$ cat src/rtl/theremin_sensor_pkg.sv
// Shared definitions for the theremin IIR sequencer.
//   seq_state_t        : sequencer FSM states
//   DEF_DATA_BITS      : default sample/state width
//   DEF_FILTER_K_SHIFT : default IIR coefficient shift
//   DEF_MAX_STAGES     : default stage slots per channel
package theremin_sensor_pkg;

  localparam int DEF_DATA_BITS      = 32;
  localparam int DEF_FILTER_K_SHIFT = 8;
  localparam int DEF_MAX_STAGES     = 8;

  typedef enum logic [2:0] {
    ST_IDLE  = 3'd0,
    ST_LOAD  = 3'd1,
    ST_RUN_A = 3'd2,
    ST_RUN_B = 3'd3,
    ST_DONE  = 3'd4
  } seq_state_t;

endpackage

$ cat src/rtl/theremin_iir_stage_update.sv
// One-pole IIR stage update, purely combinational:
//   upd = prime ? x : s + ((x - s) >>> FILTER_K_SHIFT)
// Ports:
//   s     in  DATA_BITS  current stage state
//   x     in  DATA_BITS  stage input
//   prime in  1          load x directly instead of filtering
//   upd   out DATA_BITS  new stage state
module theremin_iir_stage_update
  import theremin_sensor_pkg::*;
#(
  parameter int DATA_BITS      = DEF_DATA_BITS,
  parameter int FILTER_K_SHIFT = DEF_FILTER_K_SHIFT
) (
  input  logic signed [DATA_BITS-1:0] s,
  input  logic signed [DATA_BITS-1:0] x,
  input  logic                        prime,
  output logic signed [DATA_BITS-1:0] upd
);

  // One extra bit so full-scale swings do not wrap before the shift.
  logic signed [DATA_BITS:0] diff;
  logic signed [DATA_BITS:0] step;

  assign diff = {x[DATA_BITS-1], x} - {s[DATA_BITS-1], s};
  assign step = diff >>> FILTER_K_SHIFT;
  assign upd  = prime ? x : DATA_BITS'(s + step);

endmodule

$ cat src/rtl/theremin_iir_sequencer.sv
// Two-channel cascaded IIR smoother for theremin pitch/volume periods.
// A single stage-update datapath is time-shared: channel A stages 0..M,
// then channel B stages 0..M, one stage per cycle.
// Ports:
//   CLK            in   1          clock
//   RESET_N        in   1          synchronous active-low reset
//   MAX_STAGE      in   3          stage count minus one (M)
//   IN_STROBE      in   1          new sample pair available
//   IN_VALUE_A/B   in   DATA_BITS  pitch / volume period samples
//   BUSY           out  1          high while not idle
//   OUT_VALID      out  1          one-cycle pulse when outputs update
//   OUT_VALUE_A/B  out  DATA_BITS  filtered pitch / volume values
//   OVERRUN_COUNT  out  8          dropped strobes, saturating
module theremin_iir_sequencer
  import theremin_sensor_pkg::*;
#(
  parameter int DATA_BITS      = DEF_DATA_BITS,
  parameter int FILTER_K_SHIFT = DEF_FILTER_K_SHIFT,
  parameter int MAX_STAGES     = DEF_MAX_STAGES
) (
  input  logic                        CLK,
  input  logic                        RESET_N,
  input  logic [2:0]                  MAX_STAGE,
  input  logic                        IN_STROBE,
  input  logic signed [DATA_BITS-1:0] IN_VALUE_A,
  input  logic signed [DATA_BITS-1:0] IN_VALUE_B,
  output logic                        BUSY,
  output logic                        OUT_VALID,
  output logic signed [DATA_BITS-1:0] OUT_VALUE_A,
  output logic signed [DATA_BITS-1:0] OUT_VALUE_B,
  output logic [7:0]                  OVERRUN_COUNT
);

  function automatic logic [7:0] sat_inc8(input logic [7:0] v);
    return (v == 8'hFF) ? v : v + 8'd1;
  endfunction

  seq_state_t state_q, state_d;

  logic signed [DATA_BITS-1:0] st_mem [2][MAX_STAGES];
  logic signed [DATA_BITS-1:0] x_p0, cap_b_p0, s_cur, upd;
  logic signed [DATA_BITS-1:0] out_a_q, out_b_q;
  logic [2:0]                  cap_m_p0, stg_p0, last_m;
  logic                        prime_p0, primed, ch, last_stg;
  logic [7:0]                  ovr_q;

  assign ch       = (state_q == ST_RUN_B);
  assign s_cur    = st_mem[ch][stg_p0];
  assign last_stg = (stg_p0 == cap_m_p0);

  assign BUSY          = (state_q != ST_IDLE);
  assign OUT_VALID     = (state_q == ST_DONE);
  assign OUT_VALUE_A   = out_a_q;
  assign OUT_VALUE_B   = out_b_q;
  assign OVERRUN_COUNT = ovr_q;

  theremin_iir_stage_update #(
    .DATA_BITS      (DATA_BITS),
    .FILTER_K_SHIFT (FILTER_K_SHIFT)
  ) u_stage (
    .s     (s_cur),
    .x     (x_p0),
    .prime (prime_p0),
    .upd   (upd)
  );

  always_ff @(posedge CLK) begin
    if (!RESET_N) state_q <= ST_IDLE;
    else          state_q <= state_d;
  end

  always_comb begin
    state_d = state_q;
    unique case (state_q)
      ST_IDLE:  if (IN_STROBE) state_d = ST_LOAD;
      ST_LOAD:  state_d = ST_RUN_A;
      ST_RUN_A: if (last_stg) state_d = ST_RUN_B;
      ST_RUN_B: if (last_stg) state_d = ST_DONE;
      ST_DONE:  state_d = ST_IDLE;
      default:  state_d = ST_IDLE;
    endcase
  end

  always_ff @(posedge CLK) begin
    if (!RESET_N) begin
      for (int c = 0; c < 2; c++)
        for (int i = 0; i < MAX_STAGES; i++)
          st_mem[c][i] <= '0;
      x_p0     <= '0;
      cap_b_p0 <= '0;
      cap_m_p0 <= '0;
      stg_p0   <= '0;
      prime_p0 <= 1'b0;
      primed   <= 1'b0;
      last_m   <= '0;
      out_a_q  <= '0;
      out_b_q  <= '0;
      ovr_q    <= '0;
    end else begin
      // Any strobe outside IDLE (including DONE) is dropped.
      if (IN_STROBE && state_q != ST_IDLE) ovr_q <= sat_inc8(ovr_q);

      case (state_q)
        // p0: capture sample pair and stage count for the whole pass
        ST_LOAD: begin
          x_p0     <= IN_VALUE_A;
          cap_b_p0 <= IN_VALUE_B;
          cap_m_p0 <= MAX_STAGE;
          stg_p0   <= '0;
          prime_p0 <= !primed || (MAX_STAGE != last_m);
        end
        // p1: one stage per cycle; each result feeds the next stage
        ST_RUN_A, ST_RUN_B: begin
          st_mem[ch][stg_p0] <= upd;
          if (last_stg) begin
            stg_p0 <= '0;
            if (state_q == ST_RUN_A) begin
              x_p0 <= cap_b_p0;
            end else begin
              out_a_q <= st_mem[0][cap_m_p0];
              out_b_q <= upd;
              primed  <= 1'b1;
              last_m  <= cap_m_p0;
            end
          end else begin
            stg_p0 <= stg_p0 + 3'd1;
            x_p0   <= upd;
          end
        end
        default: ;
      endcase
    end
  end

endmodule

$ cat config.mk
export PLATFORM = sky130hd
export DESIGN_NAME = theremin_iir_sequencer
export DESIGN_NICKNAME = d
export VERILOG_FILES = /design/src/rtl/theremin_sensor_pkg.sv /design/src/rtl/theremin_iir_stage_update.sv /design/src/rtl/theremin_iir_sequencer.sv
export SDC_FILE = /design/constraint.sdc
export NUM_CORES = 1
export LEC_CHECK = 0
export CORE_MARGIN = 2
export CORE_UTILIZATION = 40
export CTS_CLUSTER_DIAMETER = 40
export DETAILED_ROUTE_END_ITERATION = 6
export PLACE_DENSITY = 0.62
export SYNTH_ARGS = -nofsm -noshare
export SYNTH_HDL_FRONTEND = slang
export SYNTH_SLANG_ARGS = --single-unit
$ cat constraint.sdc
create_clock -name CLK -period 12.3 [get_ports CLK]
set_clock_uncertainty 0.1 [all_clocks]
set_input_delay 3.69 -clock CLK [delete_from_list [all_inputs] [get_ports CLK]]
set_output_delay 3.69 -clock CLK [all_outputs]
set_load 0.03 [all_outputs]
==> qor.yml <==
timing:
  slew-limit-headroom: 0.148
  finalSetupViolCount: 0
  fin_crit_ns: 9.95
  hold_viol: 0
  finalMaxSlewViolations: 0
  fin_crit_sh: 0.809
  rsz0062_at_grt: "no"
  finalSetupTns_ns: 0
  fmax_mhz: 101
  fin_ws_ns: 2.35
  max_slew.worst_pin.slew_ns: 1.28
floorplanning:
  fp.dieH_um: 292
  fp.dieW_um: 292
  start_util: 0.403
  io_pins: 144
  dieArea_sq_um: 85000
  fp.coreArea_sq_um: 82000
  num_rows: 105
clocking:
  cts_root_buf: "clkbuf_16"
  worstSkewPairLatency_ns: 0.64
  cts_hold_buf: 0
  cts_buffers: 92
  clk_pin_slew_worst_paths_ns: 0.05
  htreeDepth: 3
  cts_tree: "done"
  cts_max_path_buffers: 3
  ctsResizeCount: 0
  post-cts-setup-buffers: 0
  clkSinkCount: 662
power_and_ir_drop:
  peakVddDrop_mv: 0.110
  cellPowerDensity_nw_per_um2: 215
  leakage_nw: 14.0
  power_mw: 8.31
logic_synthesis:
  synth_top_area_cell: "edfxtp_1"
  yosys_warnings: 0
  post-synth-top-count-cell: "edfxtp_1"
  yosys.area.top_type_share: 0.465
  synth_top_family_by_area: "simple AND/OR/NAND/NOR gates"
  synth_xor_area_frac: 0.0151
  netlist_area_sq_um: 33100
  synth.top_cells.by_count: "edfxtp_1 (512), nor2_1 (479), nand2_1 (274)"
  synth_flop_cell: "edfxtp_1"
  synth_cell_type_count: 105
  seq_area_frac_synth: 0.556
  synthArstFlopShare: 0
  syn-instance-count: 2843
  synth-seq-cells: 662
  muxShareOfSynthArea: 0.121
  synth-simple-area-share: 0.133
  synth-adder-area-share: 0.0208
  syn_avg_cell_area_sq_um: 11.6
  synth_compound_area_frac: 0.118
  synthesis.nets: 2963
  synth_area_leaders: "edfxtp_1 (46%), mux4_2 (9.2%), dfxtp_1 (9.1%)"
  synth-edff-count: 512
route:
  drtPass1Iterations: 5
  postRouteAntennaNets: 0
  drt-initial-drc-count: 2751
  vias: 25000
  wl_um: 114000
  viasPerCell: 6.13
  wire_per_inst_um: 27.9
  drcViolationCount: 0
worst_setup_path:
  end_kind: "register"
  rrSetupSlack_ns: 2.35
  rr_worst_depth: 27
  critPathLaunchType: "register"
  crit_required_ns: 12.51
  worstSetupPathType: "reg -> reg"
  crit_path_max_fanout: 71
  reg2reg_from: "state_q[2]"
  r2r-end: "st_mem[1][223]"
  startpoint: "state_q[2]"
  cp.arrival_ns: 10.15
cells_and_area:
  fin_nets: 3047
  fin_cells: 4075
  drive_gt1_frac: 0.155
  syn_to_final_growth_pct: 17.1
  fin_util: 0.472
run_status:
  status: "completed"
global_route:
  antenna_found_initial: 2
  grt_usage: 0.264
  grt_max_degree: 73
  grt_pass1_wl_um: 164000
  grt_pass1_vias: 24700
  grt_overflow: 0
hold_path:
  hold_path_depth: 1
  hp-class: "reg -> reg"
  min_from: "primed"
  whs_endpoint: "prime_p0"
place:
  port_buffers: 143
  post-dp-hpwl_um: 71300
  preCtsSetupSlack_ns: 2.48
  dpl.cell_count: 3903
  gp_congestion: 0.912
flow_run:
  drv_cap: 0
[flip-flops by register name (all words and copies together), names as in the netlist]
signal         flops
cap_m_p0           3
state_q            3
last_m             3
prime_p0           1
cap_b_p0          32
x_p0              32
st_mem           512
OUT_VALUE_A       32
OVERRUN_COUNT      8
primed             1
stg_p0             3
OUT_VALUE_B       32
[logic make-up after synthesis]
| logic type | Yosys count |
|---|---|
| XOR/XNOR | 53 |
| AO/OA/AOI/OAI | 558 |
| AND/OR/NAND/NOR | 998 |
| buffers and inverters | 285 |
| flip-flops | 662 |
| multiplexers | 231 |
| adder cells (fa/ha/maj) | 56 |
[how the worst max path moves through the flow]
stage	end	slack (ns)	cells after the start
2_1_floorplan	st_mem[1][120]	2.88	38
3_3_place_gp	st_mem[1][159]	2.72	27
3_5_place_dp	st_mem[1][61]	2.48	31
4_1_cts	st_mem[1][127]	2.47	27
5_1_grt	st_mem[1][125]	1.63	31
6_report	st_mem[1][223]	2.35	27
[area by class of cell]
type	count	area, sq um
Clock inverter	65	624
Inverter	57	216
Sequential cell	662	18400
Antenna cell	1	2.50
Tap cell	1070	1340
Fill cell	7268	43300
Timing Repair Buffer	218	2000
Multi-Input combinational cell	1896	13700
Clock buffer	106	2450
[layout by cell type (no fill, tap or decap), types with 16 or more instances in the layout]
cell / count
clkbuf_16: 95
edfxtp_1: 512
nor3_1: 17
a32oi_1: 21
nor2b_1: 39
dfxtp_1: 143
and3_1: 28
nand2b_1: 17
nor2_1: 477
buf_4: 74
a21oi_1: 172
a21o_1: 24
xnor2_1: 37
o21ai_0: 55
ha_1: 50
and3b_1: 16
mux4_2: 135
clkdlybuf4s50_1: 142
a22oi_1: 18
nand3_1: 46
nand2_1: 265
inv_1: 55
mux2i_1: 87
a211oi_1: 87
[metrics by stage]
step                      hold slack [ns]  area [sq um]
after floorplan                     0.329         33100
after global placement              0.340         35600
after detailed placement            0.343         35600
after CTS                           0.351         38700
after global routing                0.376         38700
final                               0.351         38700
[power by group]
part	total (mW)	leakage (nW)	switching (mW)	internal (mW)
Sequential	2.72	6.51	0.109	2.61
Clock	2.61	1.49	1.09	1.52
Combinational	2.98	6.03	2.03	0.951
[metal layers]
metal,vias up,track usage,share of wire
met1,12400,0.328,0.37
met3,260,0.0645,0.11
met5,-,0,0.000062
li1,10800,-,-
met2,1488,0.437,0.47
met4,2,0.115,0.043
[critical path, cell delays in order (launching register included)]
cell,delay (ns)
dfxtp_1,0.83
nand3b_4,0.76
buf_12,0.48
a221oi_1,0.22
a2111oi_2,0.43
nand3_2,0.26
maj3_2,0.36
and4b_1,0.26
a21bo_1,0.34
a211o_1,0.37
a21oi_1,0.38
o31ai_2,0.15
a31o_1,0.26
a211o_1,0.34
a2111o_1,0.41
a31oi_1,0.27
o21ai_1,0.13
o21a_1,0.19
nor2_1,0.11
xnor2_1,0.09
ha_1,0.41
a21oi_1,0.26
o221a_2,0.25
o31ai_4,0.11
a21oi_1,0.31
xor3_1,0.38
mux2i_1,0.74
nor2_1,0.25
Note: power is estimated with default switching activity, not from simulation.
